==> src/rtl/pueo_beam_thresh_pkg.sv <==
// Shared constants and helpers for the PUEO multi-beam threshold trigger.
package pueo_beam_thresh_pkg;

    localparam int NBEAMS_DEF       = 2;
    localparam int IN_WIDTH_DEF     = 17;
    localparam int WINDOW_DEF       = 2;
    localparam int THRESH_WIDTH_DEF = 18;
    localparam int HOLDOFF_DEF      = 0;

    localparam int                       MAX_SUM_WIDTH   = 64;
    localparam logic [MAX_SUM_WIDTH-1:0] THRESH_ALL_ONES = '1;

    function automatic int sum_width(input int in_width, input int window);
        return in_width + 1 + $clog2(window);
    endfunction

endpackage

==> src/rtl/pueo_beam_window_sum.sv <==
// One beam: pair add (R1), running windowed sum (R2), strict threshold compare (R3).
module pueo_beam_window_sum
    import pueo_beam_thresh_pkg::*;
#(
    parameter int IN_WIDTH  = IN_WIDTH_DEF,
    parameter int WINDOW    = WINDOW_DEF,
    parameter int SUM_WIDTH = sum_width(IN_WIDTH, WINDOW)
) (
    input  logic                 clk_i,
    input  logic                 aresetn_i,
    input  logic [IN_WIDTH-1:0]  in0_i,
    input  logic [IN_WIDTH-1:0]  in1_i,
    input  logic [SUM_WIDTH-1:0] thresh_i,
    output logic                 hit_o
);
    localparam int TW = IN_WIDTH + 1;

    logic [TW-1:0]        t_q, t_d;
    logic [TW-1:0]        dly_q [WINDOW];
    logic [SUM_WIDTH-1:0] sum_q, sum_d;
    logic                 hit_q, hit_d;

    // dly_q[WINDOW-1] is the sample leaving the window as t_q enters it.
    always_comb begin
        t_d   = TW'(in0_i) + TW'(in1_i);
        sum_d = sum_q + SUM_WIDTH'(t_q) - SUM_WIDTH'(dly_q[WINDOW-1]);
        hit_d = (sum_q > thresh_i);
    end

    always_ff @(posedge clk_i or negedge aresetn_i) begin
        if (!aresetn_i) begin
            t_q   <= '0;
            sum_q <= '0;
            hit_q <= 1'b0;
            for (int i = 0; i < WINDOW; i++) dly_q[i] <= '0;
        end else begin
            t_q      <= t_d;
            sum_q    <= sum_d;
            hit_q    <= hit_d;
            dly_q[0] <= t_q;
            for (int i = 1; i < WINDOW; i++) dly_q[i] <= dly_q[i-1];
        end
    end

    assign hit_o = hit_q;

endmodule

==> src/rtl/pueo_beam_thresh_array.sv <==
// Multi-beam threshold trigger: per-beam window sums, double-buffered thresholds,
// mask and retrigger holdoff.
//   holdoff state | meaning
//   IDLE (cnt==0) | beam may fire on its next hit
//   HOLD (cnt>0)  | beam suppressed, counting down
module pueo_beam_thresh_array
    import pueo_beam_thresh_pkg::*;
#(
    parameter  int NBEAMS       = NBEAMS_DEF,
    parameter  int IN_WIDTH     = IN_WIDTH_DEF,
    parameter  int WINDOW       = WINDOW_DEF,
    parameter  int THRESH_WIDTH = THRESH_WIDTH_DEF,
    parameter  int HOLDOFF      = HOLDOFF_DEF,
    localparam int SUM_WIDTH    = sum_width(IN_WIDTH, WINDOW),
    localparam int ADDR_WIDTH   = (NBEAMS > 1) ? $clog2(NBEAMS) : 1
) (
    input  logic                       clk_i,
    input  logic                       aresetn_i,
    input  logic [NBEAMS*IN_WIDTH-1:0] beam_in0_i,
    input  logic [NBEAMS*IN_WIDTH-1:0] beam_in1_i,
    input  logic [THRESH_WIDTH-1:0]    thresh_i,
    input  logic [ADDR_WIDTH-1:0]      thresh_addr_i,
    input  logic                       thresh_wr_i,
    input  logic                       update_i,
    input  logic [NBEAMS-1:0]          beam_mask_i,
    output logic [NBEAMS-1:0]          trigger_o
);
    localparam int             HW        = (HOLDOFF > 0) ? $clog2(HOLDOFF + 1) : 1;
    localparam logic [HW-1:0]  HOLD_LOAD = HW'(HOLDOFF);
    // Thresholds are held at full sum width so the reset value exceeds any reachable sum.
    localparam logic [SUM_WIDTH-1:0] THRESH_RST = THRESH_ALL_ONES[SUM_WIDTH-1:0];

    for (genvar b = 0; b < NBEAMS; b++) begin : g_beam
        logic [SUM_WIDTH-1:0] shadow_q, active_q;
        logic [HW-1:0]        hold_q, hold_d;
        logic                 trig_q, trig_d;
        logic                 hit;

        pueo_beam_window_sum #(
            .IN_WIDTH  (IN_WIDTH),
            .WINDOW    (WINDOW),
            .SUM_WIDTH (SUM_WIDTH)
        ) u_sum (
            .clk_i     (clk_i),
            .aresetn_i (aresetn_i),
            .in0_i     (beam_in0_i[b*IN_WIDTH +: IN_WIDTH]),
            .in1_i     (beam_in1_i[b*IN_WIDTH +: IN_WIDTH]),
            .thresh_i  (active_q),
            .hit_o     (hit)
        );

        always_comb begin
            trig_d = hit & ~beam_mask_i[b] & (hold_q == '0);
            hold_d = hold_q;
            if (trig_d)
                hold_d = HOLD_LOAD;
            else if (hold_q != '0)
                hold_d = hold_q - HW'(1);
        end

        // Addresses at or beyond NBEAMS match no beam, so such writes fall away.
        always_ff @(posedge clk_i or negedge aresetn_i) begin
            if (!aresetn_i) begin
                shadow_q <= THRESH_RST;
                active_q <= THRESH_RST;
                hold_q   <= '0;
                trig_q   <= 1'b0;
            end else begin
                if (thresh_wr_i && (thresh_addr_i == ADDR_WIDTH'(b)))
                    shadow_q <= SUM_WIDTH'(thresh_i);
                if (update_i)
                    active_q <= shadow_q;
                hold_q <= hold_d;
                trig_q <= trig_d;
            end
        end

        assign trigger_o[b] = trig_q;
    end

endmodule

==> config.mk <==
export PLATFORM = sky130hd
export DESIGN_NAME = pueo_beam_thresh_array
export DESIGN_NICKNAME = d
export VERILOG_FILES = /design/src/rtl/pueo_beam_thresh_pkg.sv /design/src/rtl/pueo_beam_window_sum.sv /design/src/rtl/pueo_beam_thresh_array.sv
export SDC_FILE = /design/constraint.sdc
export NUM_CORES = 1
export LEC_CHECK = 0
export ABC_CLOCK_PERIOD_IN_PS = 3030
export CORE_UTILIZATION = 61
export CTS_BUF_LIST = sky130_fd_sc_hd__clkbuf_8
export CTS_CLUSTER_SIZE = 30
export DETAILED_ROUTE_END_ITERATION = 12
export PLACE_DENSITY_LB_ADDON = 0.05
export SLEW_MARGIN = 5
export SYNTH_ARGS = -nofsm -noshare
export SYNTH_HDL_FRONTEND = slang
export SYNTH_SLANG_ARGS = --single-unit
export TNS_END_PERCENT = 100
==> constraint.sdc <==
create_clock -name clk_i -period 3.03 [get_ports clk_i]
set_clock_uncertainty 0.05 [all_clocks]
set_input_delay 0.4545 -clock clk_i [delete_from_list [all_inputs] [get_ports clk_i]]
set_output_delay 0.4545 -clock clk_i [all_outputs]
set_load 0.02 [all_outputs]
; ---- Yosys cells after proc, flatten, opt, wreduce, memory -nomap -nowiden
; Index checks and enable logic that the tools add are counted.
[word_totals]
ff_bits = 228
out_inout_bits = 2
elab_cells = 43
[op_classes]
addsub = 8
n_lt_le_gt_ge = 2
mux = 4
n_bitwise = 9
n_reduce_logical = 2
[ops]
columns = operator, n
row1 = 19-bit by 18-bit adder with 19-bit output, 2
row2 = 19-bit > comparator, 2
row3 = 19-bit by 18-bit subtractor with 19-bit output, 2
row4 = 17-bit by 17-bit adder with 18-bit output, 2
row5 = 1-bit inverter, 5
row6 = 1-bit AND, 4
row7 = 1-bit two-way mux, 4
row8 = 1-bit logical AND, 2
row9 = "1-bit subtractor, second input constant", 2

; ---- Logic depth before layout (Yosys ltp)
[depth]
ltp_word = 4
depth_mapped = 11
ltp_nobuf = 11

; ---- Modules after synthesis
; Synthesis repeated with hierarchy kept, for this count alone.
[unflattened]
hier_cells = 1058
area_unflattened_um2 = 12205.5
[by_module_without_submodules]
columns = module, instances, cells_per_inst, area_each_um2, seq_area_each_um2
row1 = pueo_beam_window_sum at g_beam[1].u_sum, 1, 453, 4628.2, 1851.8
row2 = pueo_beam_window_sum at g_beam[0].u_sum, 1, 438, 4541.9, 1851.8
row3 = pueo_beam_thresh_array, 1, 167, 3035.4, 2047.0

; ---- Worst setup path before layout
; OpenSTA, ideal clock, no wires.
[synth_path]
kind = register to register
start = register g_beam[0].u_sum.sum_q[1]
end = register g_beam[0].u_sum.sum_q[16]
t_arrival_ps = 2485
t_required_ps = 2900
slack_ps = 415
stages_incl_launch_ff = 11
n_path_buf = 0
period_less_slack_ps = 2615
path_cell_list = dfrtp_1 > inv_1 > fa_1 > inv_1 > fa_1 > a211oi_2 > o21ai_1 > a31oi_2 > o31ai_2 > o31ai_2 > xnor2_1
[synth_via]
elab_chain_len = 2
[synth_lines]
columns = item, line
row1 = from (decl), pueo_beam_window_sum.sv:20  ; logic [SUM_WIDTH-1:0] sum_q, sum_d;
row2 = from (signal assigned), pueo_beam_window_sum.sv:38  ; sum_q <= sum_d;
row3 = 19-bit by 18-bit adder with 19-bit output, pueo_beam_window_sum.sv:26  ; sum_d = sum_q + SUM_WIDTH'(t_q) - SUM_WIDTH'(dly_q[WINDOW-1]);
row4 = 19-bit by 18-bit subtractor with 19-bit output, pueo_beam_window_sum.sv:26
row5 = named net g_beam[0].u_sum.sum_d[16], pueo_beam_window_sum.sv:20
; The timed path passes the listed nets, and every way through them passes these cells.
; A chain may end at the register's enable or synchronous reset.

; ---- Worst setup path after layout
; Ends and elaborated chain as after synthesis.

==> qor.txt <==
outcome -> finished, final reports clean
final worst path period share -> 0.9306
area delta synth->final -> 16.51%
register area -> 0.005751 mm^2
GRT Resource Usage Total -> 0.2334
syn_nets -> 1,363
placed cells -> 1,472
Buf+Inv Stages, Crit Path -> 2
CP cell instances -> inv_1 -> fa_1 -> inv_1 -> fa_1 -> a211oi_2 -> o21ai_1 -> a31oi_2 -> o31ai_2 -> o31ai_2 -> xnor2_1
Synth Flop Type -> dfrtp_1
Overflow after GRT -> 0
Max Used Layer -> met4
Slew Limit Fails -> 0
Routed WL -> 22,080 um
routed wl met3 -> 1014 um
effective utilization at floorplan -> 0.6255
initial antenna violation count -> 0
WP data required -> 3.41 ns
clk buf depth -> 3
largest stage delay on the critical path -> 0.53 ns
area of the multi-input gates -> 0.005683 mm^2
met2 WL -> 9577 um
DRC viols -> 0
Comb pwr share -> 0.533
distinct cell type count after synthesis -> 64
final hold viol count -> 0
Pre-antenna DRT Iters -> 4
Synth Warn # -> 0
Clock power frac -> 0.171
fin crit period -> 2.820 ns
CTS tree -> done
Slew headroom -> 0.4739
mapped cell area -> 0.01221 mm^2
worst skew pair latency -> 0.52 ns
Worst Setup End Kind -> flop
Sw Pwr -> 5960 uW
peak supply drop -> 0.0004535 V
largest net degree at the start of global routing -> 74
clk root buf -> clkbuf_8
vias post-DR -> 8,147
Post-Layout Cell Count -> 1,535
LEAKAGE -> 0.006787 uW
HPWL Detailed -> 16,980 um
crit-path leading delay family -> compound AO/OA/AOI/OAI gates
Final #Nets -> 1,487
Sw Share -> 0.4027
ranking of synthesized cells by area -> dfrtp_1 (31%), dfstp_2 (16%), ha_1 (11%), fa_1 (6.2%), inv_1 (5.8%)
Die X -> 143.5 um
die height -> 143.5 um
CTS buffer count -> 36
Site Rows -> 51
Starting DRT DRC Count -> 386
WL per Instance -> 14.38 um
Int Pwr -> 8840 uW
Synth Instances -> 1,122
Die Area -> 0.02059 mm^2
RD Place Congestion -> 0.9157
most frequent cells in the layout -> inv_1 (198), dfrtp_1 (150), ha_1 (110)
Max Cap Viol -> 0
Clock transition at path regs -> 0.07 ns
vias in the first global route -> 8,093
leading cell type in the layout, fill and taps excluded -> inv_1
share of cells above drive strength 1 -> 0.1512
Data arrival, critical path -> 3.20 ns
# fillers -> 1,467
post-route ant nets -> 0
# setup viols final -> 0
Post-synth EDFFs -> 0
RSZ-0062 raised after global routing -> false
pin slew with the least headroom to its limit -> 0.7873 ns
Yosys reg bits -> 226
first-pass GRT wire length -> 37,900 um
Final Power -> 14,800 uW
antenna cells -> 0
# port buffers -> 94
FFs w/ async S/R, synth -> 1.000
cell taking the most area after synthesis -> dfrtp_1
I/O Pins -> 95
H-tree depth -> 2
via/cell ratio -> 5.307
Post-CTS Setup Bufs -> 0
Setup CP Type -> reg -> reg
syn avg cell area -> 10.88 um^2
Seq/Total Area, Yosys -> 0.4709
setup_tns -> 0 ns
P per Cell Area -> 1040 mW/mm^2
top cell type's share of synthesized area -> 0.3073
sequential share of power -> 0.297
met1 WL -> 11,050 um
CP startpoint kind -> flop
Core ar. -> 0.01953 mm^2
CTS sink count -> 226
worst hold-check path type -> reg -> reg
Fmax -> 354.7 MHz
worst-path maximum fanout -> 4
slowest CP cell -> fa_1
-- state kept, by name, summed over array words and instances, names as in the netlist --
register and flops:
g_beam.active_q 38, g_beam.shadow_q 38, g_beam.trig_q 2, g_beam.u_sum.dly_q 72
g_beam.u_sum.hit_o 2, g_beam.u_sum.sum_q 38, g_beam.u_sum.t_q 36
-- cell type report --
type	instances	share of cell area
clock buffer	44	0.04256
clock inverter	18	0.007650
inverter	189	0.04985
multi-input combinational	691	0.3994
sequential	226	0.4041
tap	265	0.02330
timing repair buffer	102	0.07316
-- cell families (layout without fill, tap and decap cells) --
kind of cell             count (synthesis)  after routing  synth area share
AO/OA/AOI/OAI                          249            249            0.1343
flip-flops                             226            226            0.4709
buffers and inverters                  205            353           0.06382
AND/OR/NAND/NOR                        195            195           0.07684
adder cells (fa/ha/maj)                148            148            0.1750
XOR/XNOR                                57             57           0.04088
multiplexers                            42             42           0.03832
-- synth_stat cells (3+ instances only) --
| master | instances |
|---|---|
| and2_1 | 5 |
| o22ai_1 | 3 |
| nor2_1 | 33 |
| and3_1 | 6 |
| nand4_1 | 10 |
| a311o_1 | 3 |
| nor2b_1 | 15 |
| nor3_1 | 6 |
| fa_1 | 38 |
| a21oi_1 | 58 |
| nor3b_1 | 4 |
| o31ai_1 | 3 |
| nand2b_1 | 8 |
| dfrtp_1 | 150 |
| mux2i_1 | 4 |
| nand3_1 | 12 |
| xor2_1 | 24 |
| o21bai_1 | 5 |
| o31ai_2 | 4 |
| xnor2_1 | 33 |
| o21ai_1 | 3 |
| dfstp_2 | 76 |
| a211o_1 | 4 |
| o211ai_1 | 9 |
| inv_1 | 189 |
| mux2_2 | 38 |
| o21a_1 | 9 |
| ha_1 | 110 |
| a211oi_1 | 16 |
| o21ai_0 | 71 |
| nand2_1 | 82 |
| clkbuf_1 | 12 |
| a31oi_1 | 5 |
| a21o_1 | 31 |
-- through the flow --
| step | utilization | area (um^2) | worst slack [ns] | hold slack, ns |
|---|---|---|---|---|
| 2_1_floorplan | - | 12210 | 0.4147 | 0.1089 |
| 3_3_place_gp | 0.6917 | 13510 | 0.2798 | 0.2817 |
| 3_5_place_dp | 0.6917 | 13510 | 0.2196 | 0.2847 |
| 4_1_cts | 0.7288 | 14230 | 0.2000 | 0.2934 |
| 5_1_grt | 0.7288 | 14230 | 0.03863 | 0.2985 |
| 6_report | 0.7288 | 14230 | 0.2103 | 0.2876 |
-- layer usage --
layer  GRT usage  vias up
met5           0        -
met4     0.06887        0
met3     0.03965       38
met2      0.3526      191
met1      0.3464     3900
li1            -     4018
-- final timing paths --
kind / from / end / slack, ns / cells past startpoint
min reg2reg: g_beam[0].u_sum.dly_q[19] / g_beam[0].u_sum.dly_q[1] / 0.29 / 0
max: g_beam[0].u_sum.sum_q[1] / g_beam[0].u_sum.sum_q[16] / 0.21 / 10
min in group asynchronous: aresetn_i / g_beam[1].u_sum.sum_q[0] / 0.42 / 2
max reg2reg: g_beam[0].u_sum.sum_q[1] / g_beam[0].u_sum.sum_q[16] / 0.21 / 10
min: g_beam[0].u_sum.dly_q[19] / g_beam[0].u_sum.dly_q[1] / 0.29 / 0
max in group asynchronous: aresetn_i / g_beam[0].shadow_q[14] / 1.73 / 3
-- power by group through the flow --
| stage | Clock [uW] | Combinational [uW] | Sequential, uW |
|---|---|---|---|
| detailed placement | 0 | 7800 | 4450 |
| floorplan | 0 | 6260 | 4270 |
| global placement | 0 | 7530 | 4410 |
| global route | 2740 | 8970 | 4480 |
| CTS | 2600 | 7870 | 4400 |
| finish | 2520 | 7880 | 4400 |
-- repair_timing --
action | in CTS | in global routing
hold endpoints to repair | 23 | 0
gates resized for setup | 0 | 0
hold buffers | 1 | 0
Note: power is estimated with default switching activity, not from simulation.
